## src/rtl/ram_dual_port_pkg.sv

```systemverilog
// Shared constants and parameter legality check for ram_dual_port.
package ram_dual_port_pkg;

    localparam int unsigned LAT_MIN = 1;
    localparam int unsigned LAT_MAX = 2;

    // Returns 1 when the port geometry and latency form a supported configuration.
    function automatic bit params_ok(
        input int unsigned wa,
        input int unsigned wb,
        input int unsigned ada,
        input int unsigned adb,
        input int unsigned bea,
        input int unsigned beb,
        input int unsigned nwa,
        input int unsigned nwb,
        input int unsigned lat
    );
        bit ok;
        ok = (wa == wb) && (ada == adb) && (nwa == nwb);
        ok = ok && (bea != 0) && (beb != 0) && ((wa % bea) == 0) && ((wb % beb) == 0);
        ok = ok && (nwa != 0) && (ada > 0) && (ada < 32) && (nwa <= (32'd1 << ada));
        ok = ok && (lat >= LAT_MIN) && (lat <= LAT_MAX);
        return ok;
    endfunction

endpackage

```

## src/rtl/ram_read_pipe.sv

```systemverilog
// Read-data register chain of configurable depth; holds when en_i is low and
// clears asynchronously on reset so no stale data leaves after release.
module ram_read_pipe
    import ram_dual_port_pkg::*;
#(
    parameter int unsigned Width   = 32,
    parameter int unsigned Latency = LAT_MIN
) (
    input  logic             clk_i,
    input  logic             rst_ni,
    input  logic             en_i,
    input  logic [Width-1:0] d_i,
    output logic [Width-1:0] q_o
);

    logic [Width-1:0] stage_q [Latency];
    logic [Width-1:0] stage_d [Latency];

    // Shift one stage per enabled clock, otherwise hold every stage.
    always_comb begin
        stage_d = stage_q;
        if (en_i) begin
            stage_d[0] = d_i;
            for (int i = 1; i < Latency; i++) begin
                stage_d[i] = stage_q[i-1];
            end
        end
    end

    // Pipeline state with asynchronous clear.
    always_ff @(posedge clk_i or negedge rst_ni) begin
        if (!rst_ni) begin
            stage_q <= '{default: '0};
        end else begin
            stage_q <= stage_d;
        end
    end

    assign q_o = stage_q[Latency-1];

endmodule

```

## src/rtl/ram_dual_port.sv

```systemverilog
// True dual-port synchronous RAM, shared clock, read-first on both ports.
// Port B wins on overlapping enabled lanes when both ports write one word.
module ram_dual_port
    import ram_dual_port_pkg::*;
#(
    parameter int unsigned width_a    = 32,
    parameter int unsigned width_b    = 32,
    parameter int unsigned widthad_a  = 3,
    parameter int unsigned widthad_b  = 3,
    parameter int unsigned width_be_a = 1,
    parameter int unsigned width_be_b = 1,
    parameter int unsigned numwords_a = 8,
    parameter int unsigned numwords_b = 8,
    parameter int unsigned latency    = 1,
    parameter              init_file  = "UNUSED"
) (
    input  logic                  clk,
    input  logic                  resetn,
    input  logic                  clken,
    input  logic [widthad_a-1:0]  address_a,
    input  logic [widthad_b-1:0]  address_b,
    input  logic                  wren_a,
    input  logic                  wren_b,
    input  logic [width_a-1:0]    data_a,
    input  logic [width_b-1:0]    data_b,
    input  logic [width_be_a-1:0] byteena_a,
    input  logic [width_be_b-1:0] byteena_b,
    output logic [width_a-1:0]    q_a,
    output logic [width_b-1:0]    q_b
);

    localparam int unsigned LaneA = width_a / width_be_a;
    localparam int unsigned LaneB = width_b / width_be_b;
    localparam int unsigned Depth = 32'd1 << widthad_a;

    if (!params_ok(width_a, width_b, widthad_a, widthad_b, width_be_a, width_be_b,
                   numwords_a, numwords_b, latency)) begin : g_param_err
        $error("ram_dual_port: unsupported parameter combination");
    end

    // Sized to the full address space so any address indexes legally; words at or
    // above numwords are never written and always read as zero.
    logic [width_a-1:0] mem [Depth];

    initial mem = '{default: '0};

    logic [width_a-1:0] mask_a, mask_b;
    logic [width_a-1:0] wdata_a, wdata_b, base_b;
    logic [width_a-1:0] rdata_a, rdata_b;
    logic               in_a, in_b, we_a, we_b, same_addr;

    // Lane masks, write merges and range-checked read data for both ports.
    always_comb begin
        mask_a = '0;
        mask_b = '0;
        for (int k = 0; k < width_be_a; k++) begin
            mask_a[k*LaneA +: LaneA] = {LaneA{byteena_a[k]}};
        end
        for (int k = 0; k < width_be_b; k++) begin
            mask_b[k*LaneB +: LaneB] = {LaneB{byteena_b[k]}};
        end
        in_a      = (32'(address_a) < numwords_a);
        in_b      = (32'(address_b) < numwords_b);
        we_a      = clken & resetn & wren_a & in_a;
        we_b      = clken & resetn & wren_b & in_b;
        same_addr = (address_a == address_b);
        wdata_a   = (mem[address_a] & ~mask_a) | (data_a & mask_a);
        // On a shared address, B merges on top of A's result so A's
        // non-overlapping lanes survive.
        base_b    = (we_a && same_addr) ? wdata_a : mem[address_b];
        wdata_b   = (base_b & ~mask_b) | (data_b & mask_b);
        rdata_a   = in_a ? mem[address_a] : '0;
        rdata_b   = in_b ? mem[address_b] : '0;
    end

    // Array writes; a shared-address collision is committed once from port B.
    always_ff @(posedge clk) begin
        if (we_a && !(we_b && same_addr)) begin
            mem[address_a] <= wdata_a;
        end
        if (we_b) begin
            mem[address_b] <= wdata_b;
        end
    end

    ram_read_pipe #(
        .Width   (width_a),
        .Latency (latency)
    ) u_pipe_a (
        .clk_i  (clk),
        .rst_ni (resetn),
        .en_i   (clken),
        .d_i    (rdata_a),
        .q_o    (q_a)
    );

    ram_read_pipe #(
        .Width   (width_b),
        .Latency (latency)
    ) u_pipe_b (
        .clk_i  (clk),
        .rst_ni (resetn),
        .en_i   (clken),
        .d_i    (rdata_b),
        .q_o    (q_b)
    );

endmodule

```

## config.mk

```make
export PLATFORM = sky130hd
export DESIGN_NAME = ram_dual_port
export DESIGN_NICKNAME = d
export VERILOG_FILES = /design/src/rtl/ram_dual_port_pkg.sv /design/src/rtl/ram_read_pipe.sv /design/src/rtl/ram_dual_port.sv
export SDC_FILE = /design/constraint.sdc
export NUM_CORES = 1
export LEC_CHECK = 0
export BUFFER_PORTS_ARGS = -buffer_cell sky130_fd_sc_hd__buf_2
export CAP_MARGIN = 15
export CORE_UTILIZATION = 45
export CTS_CLUSTER_DIAMETER = 30
export DETAILED_ROUTE_END_ITERATION = 7
export GPL_ROUTABILITY_DRIVEN = 1
export HOLD_SLACK_MARGIN = 0.1
export PLACE_DENSITY_LB_ADDON = 0.15
export SYNTH_ARGS = -nofsm -noshare
export SYNTH_HDL_FRONTEND = slang
export SYNTH_HIERARCHICAL = 1
export SYNTH_SLANG_ARGS = --single-unit
export TNS_END_PERCENT = 5
```

## constraint.sdc

```tcl
create_clock -name clk -period 2 [get_ports clk]
set_input_delay 0.3 -clock clk [delete_from_list [all_inputs] [get_ports clk]]
set_output_delay 0.3 -clock clk [all_outputs]
set_load 0.005 [all_outputs]
```

==> impl_metrics.yaml <==
route:
  routedWlPerCell_um: 30.1
  drc_errors: 0
  vias_per_cell: 6.71
  vias: 18400
  drt_iter0_drc: 2565
  routed_wl_um: 82700
  drtAntennaViolNets: 0
  drtPass1Iterations: 7
synth:
  synth.ff_latch_count: 320
  synth_warnings: 6
  synth_fa_ha_area_share_pct: 0
  syn-cell-area_mm2: 0.0198
  synth_edf_count: 256
  synth-seq-area-share_pct: 46.9
  syn_inst: 1659
  synth_xor_area_share_pct: 0.209
  synth_compound_area_share_pct: 19.2
  synthArstFlopShare_pct: 20.0
  synthFlopType: "edfxtp_1"
  synth_nets: 1736
  syn_avg_cell_area_um2: 11.9
  synth_top_family_by_area: "compound AO/OA/AOI/OAI gates"
  synth-simple-area-share_pct: 10.3
  yosysUniqueCellTypes: 74
  synthMuxAreaShare_pct: 18.1
clocking:
  post_cts_buffers: 0
  clock-sinks: 320
  cts_root_buf: "clkbuf_16"
  cts_buffers: 79
  clock_path_buffers: 3
  cts.clk_slew.worst_paths_ns: 0.05
  cts-htree-levels: 3
  clock_latency_ns: 0.62
  cts_tree: "done"
die:
  rows: 76
  start_util_pct: 45.8
  ioPinCount: 141
  core_mm2: 0.0433
  dieWidth_um: 212
  dieHeight_um: 212
  die_area_mm2: 0.0448
placement:
  dp_hpwl_um: 56100
  post-place-ws_ns: -0.381
  io_buffers: 140
  gp_congestion: 0.997
worst_setup_path:
  crit_family: "compound AO/OA/AOI/OAI gates"
  r2r_start: "mem[0][25]"
  cp_max_fo: 8
  critPathRequiredTime_ns: 2.34
  critPathSlowestCell: "edfxtp_1"
  worstPathCellList: "mux2i_1, o22a_1, o221ai_1, mux2_2, a221o_1"
  cp.arrival_ns: 2.33
  end_kind: "flip-flop"
  startpoint_type: "flip-flop"
  critPathMaxStageDelay_ns: 0.45
  cp_num_buf_inv: 0
  crit_start: "mem[0][25]"
  critPathKind: "reg -> reg"
sta:
  clock.fmax_mhz: 502
  slew-limit-headroom_pct: 23.1
  fin_skew_ns: 0.0315
  slew_violations: 0
  setup_viol: 0
  worst_slack_ns: 0.00898
  layout_min_cycle_time_ns: 1.99
  finalHoldViolations: 0
  rsz0062_at_grt: "false"
  post-route-period-util_pct: 99.6
  worst_slew_pin_slew_ns: 1.15
grt:
  track_usage_pct: 37.1
  grt_pass1_vias: 17900
  grt_max_degree: 53
  antenna_found_initial: 1
  grt-ovfl-total: 0
  grt_pass1_wl_um: 119000
worst_hold_path:
  min-delay-path-class: "in -> reg"
  hold_start: "data_b[19]"
power_and_ir_drop:
  p_per_area_mw_per_mm2: 913
  p_total_mw: 24.4
  leakagePower_nw: 10.5
  vdd_drop_max_mv: 0.628
final_layout:
  synthToLayoutAreaGrowth_pct: 35.2
  fin_nets: 2168
  drive_gt1_share_pct: 40.8
outcome:
  status: "complete, no violations"
job:
  cap_violations: 0
[synthesized netlist by cell type (all sizes together), types with 2 or more instances]
| cell type | instances | share of area (%) |
|---|---|---|
| a211oi | 7 | 0.29 |
| a21oi | 16 | 0.42 |
| a221o | 78 | 3.9 |
| a221oi | 28 | 1.7 |
| a222oi | 3 | 0.15 |
| a22o | 11 | 0.49 |
| a22oi | 9 | 0.34 |
| a31oi | 8 | 0.39 |
| a32o | 2 | 0.10 |
| and2 | 7 | 0.22 |
| and3 | 2 | 0.063 |
| buf | 95 | 3.6 |
| clkbuf | 63 | 1.2 |
| dfrtp | 64 | 8.1 |
| edfxtp | 256 | 39 |
| inv | 28 | 0.53 |
| mux2 | 130 | 8.5 |
| mux2i | 130 | 6.8 |
| mux4 | 24 | 2.7 |
| nand2 | 169 | 3.3 |
| nand2b | 6 | 0.21 |
| nand3 | 107 | 2.7 |
| nand3b | 5 | 0.19 |
| nand4 | 2 | 0.17 |
| nor2 | 117 | 2.5 |
| nor2b | 7 | 0.22 |
| nor3 | 5 | 0.29 |
| o211ai | 16 | 0.61 |
| o21a | 2 | 0.076 |
| o21ai | 21 | 0.57 |
| o221ai | 174 | 7.8 |
| o22a | 17 | 0.75 |
| o22ai | 27 | 0.95 |
| o31ai | 7 | 0.49 |
| or2 | 3 | 0.095 |
| xnor2 | 3 | 0.21 |
[where the power goes]
part | leakage [nW] | internal, mW | switching [mW] | total, mW
Clock | 1.35 | 9.09 | 4.04 | 13.1
Sequential | 3.05 | 7.59 | 0.150 | 7.74
Combinational | 6.15 | 1.70 | 1.87 | 3.57
[timing repair]
item,CTS,global route
hold buffers,4,0
hold endpoints to repair,48,0
setup endpoints to repair,0,12
gates resized for setup,0,2
[sequential cells by signal (all words and copies together), names as in the netlist]
register and flops:
u_pipe_a/q_o 32, mem 256, u_pipe_b/q_o 32
[layout make-up]
cell class | count | area, um2
diodes | 3 | 7.51
clock buffers | 103 | 2230
clock inverters | 45 | 510
fillers | 3407 | 16500
inverters | 28 | 105
multi-input cells | 1153 | 9590
flip-flops and latches | 320 | 9290
well taps | 585 | 732
repair buffers | 509 | 4310
[routing by layer]
| layer | vias to the layer above | global-route usage [%] | share of wire (%) |
|---|---|---|---|
| li1 | 7635 | - | - |
| met1 | 8957 | 50.5 | 39 |
| met2 | 1549 | 53.8 | 42 |
| met3 | 291 | 11.0 | 14 |
| met4 | 0 | 18.1 | 4.8 |
| met5 | - | 0 | 0 |
[cell usage in the layout (no fill, tap or decap), drive strengths merged, types with 3 or more instances in the layout]
| master | count |
|---|---|
| clkinv | 26 |
| o22a | 17 |
| o211ai | 16 |
| inv | 33 |
| o21ai | 21 |
| bufinv | 10 |
| o31ai | 7 |
| mux2i | 130 |
| nor2 | 117 |
| a221oi | 28 |
| nor3 | 5 |
| clkinvlp | 4 |
| or2 | 3 |
| and2 | 7 |
| a222oi | 3 |
| o22ai | 27 |
| nand3b | 5 |
| mux4 | 24 |
| edfxtp | 256 |
| nor2b | 7 |
| nand3 | 107 |
| dlygate4sd3 | 4 |
| a22o | 11 |
| o221ai | 174 |
| clkbuf | 103 |
| a22oi | 9 |
| buf | 505 |
| diode | 3 |
| xnor2 | 3 |
| a21oi | 16 |
| a221o | 78 |
| a31oi | 8 |
| nand2b | 6 |
| nand2 | 169 |
| mux2 | 130 |
| a211oi | 7 |
| dfrtp | 64 |
[per-stage QoR]
step                instance area (um2)  std cells  TNS [ns]  utilization [%]  hold slack, ns
finish                            26800       2746         0             61.9           0.131
global route                      26800       2744         0             61.9           0.152
CTS                               26800       2743         0             61.8           0.102
detailed placement                24000       2591   -113.48             55.4           0.400
global placement                  24000       2591    -99.43             55.4           0.401
floorplan                         19900       1659    -50.30                -         0.00441
[worst reg2reg max path, cell delays in order (launching register included)]
cell	delay, ns
edfxtp_1	0.45
mux2i_1	0.17
o22a_1	0.17
o221ai_1	0.18
mux2_2	0.41
a221o_1	0.35
[worst paths after layout]
check / to / slack [ns] / cells past startpoint
max: mem[3][25] / 0.009 / 5
min: mem[0][19] / 0.13 / 3
max reg2reg: mem[3][25] / 0.009 / 5
min reg2reg: u_pipe_a/q_o[29] / 0.50 / 1
max in group asynchronous: u_pipe_b/q_o[15] / 0.45 / 3
min in group asynchronous: u_pipe_a/q_o[6] / 0.72 / 3
[kinds of logic after synthesis]
logic type / count (synthesis)
AO/OA/AOI/OAI: 430
XOR/XNOR: 3
buffers and inverters: 186
flip-flops: 320
multiplexers: 284
AND/OR/NAND/NOR: 436
No activity file was read; power rests on OpenSTA's default activity.
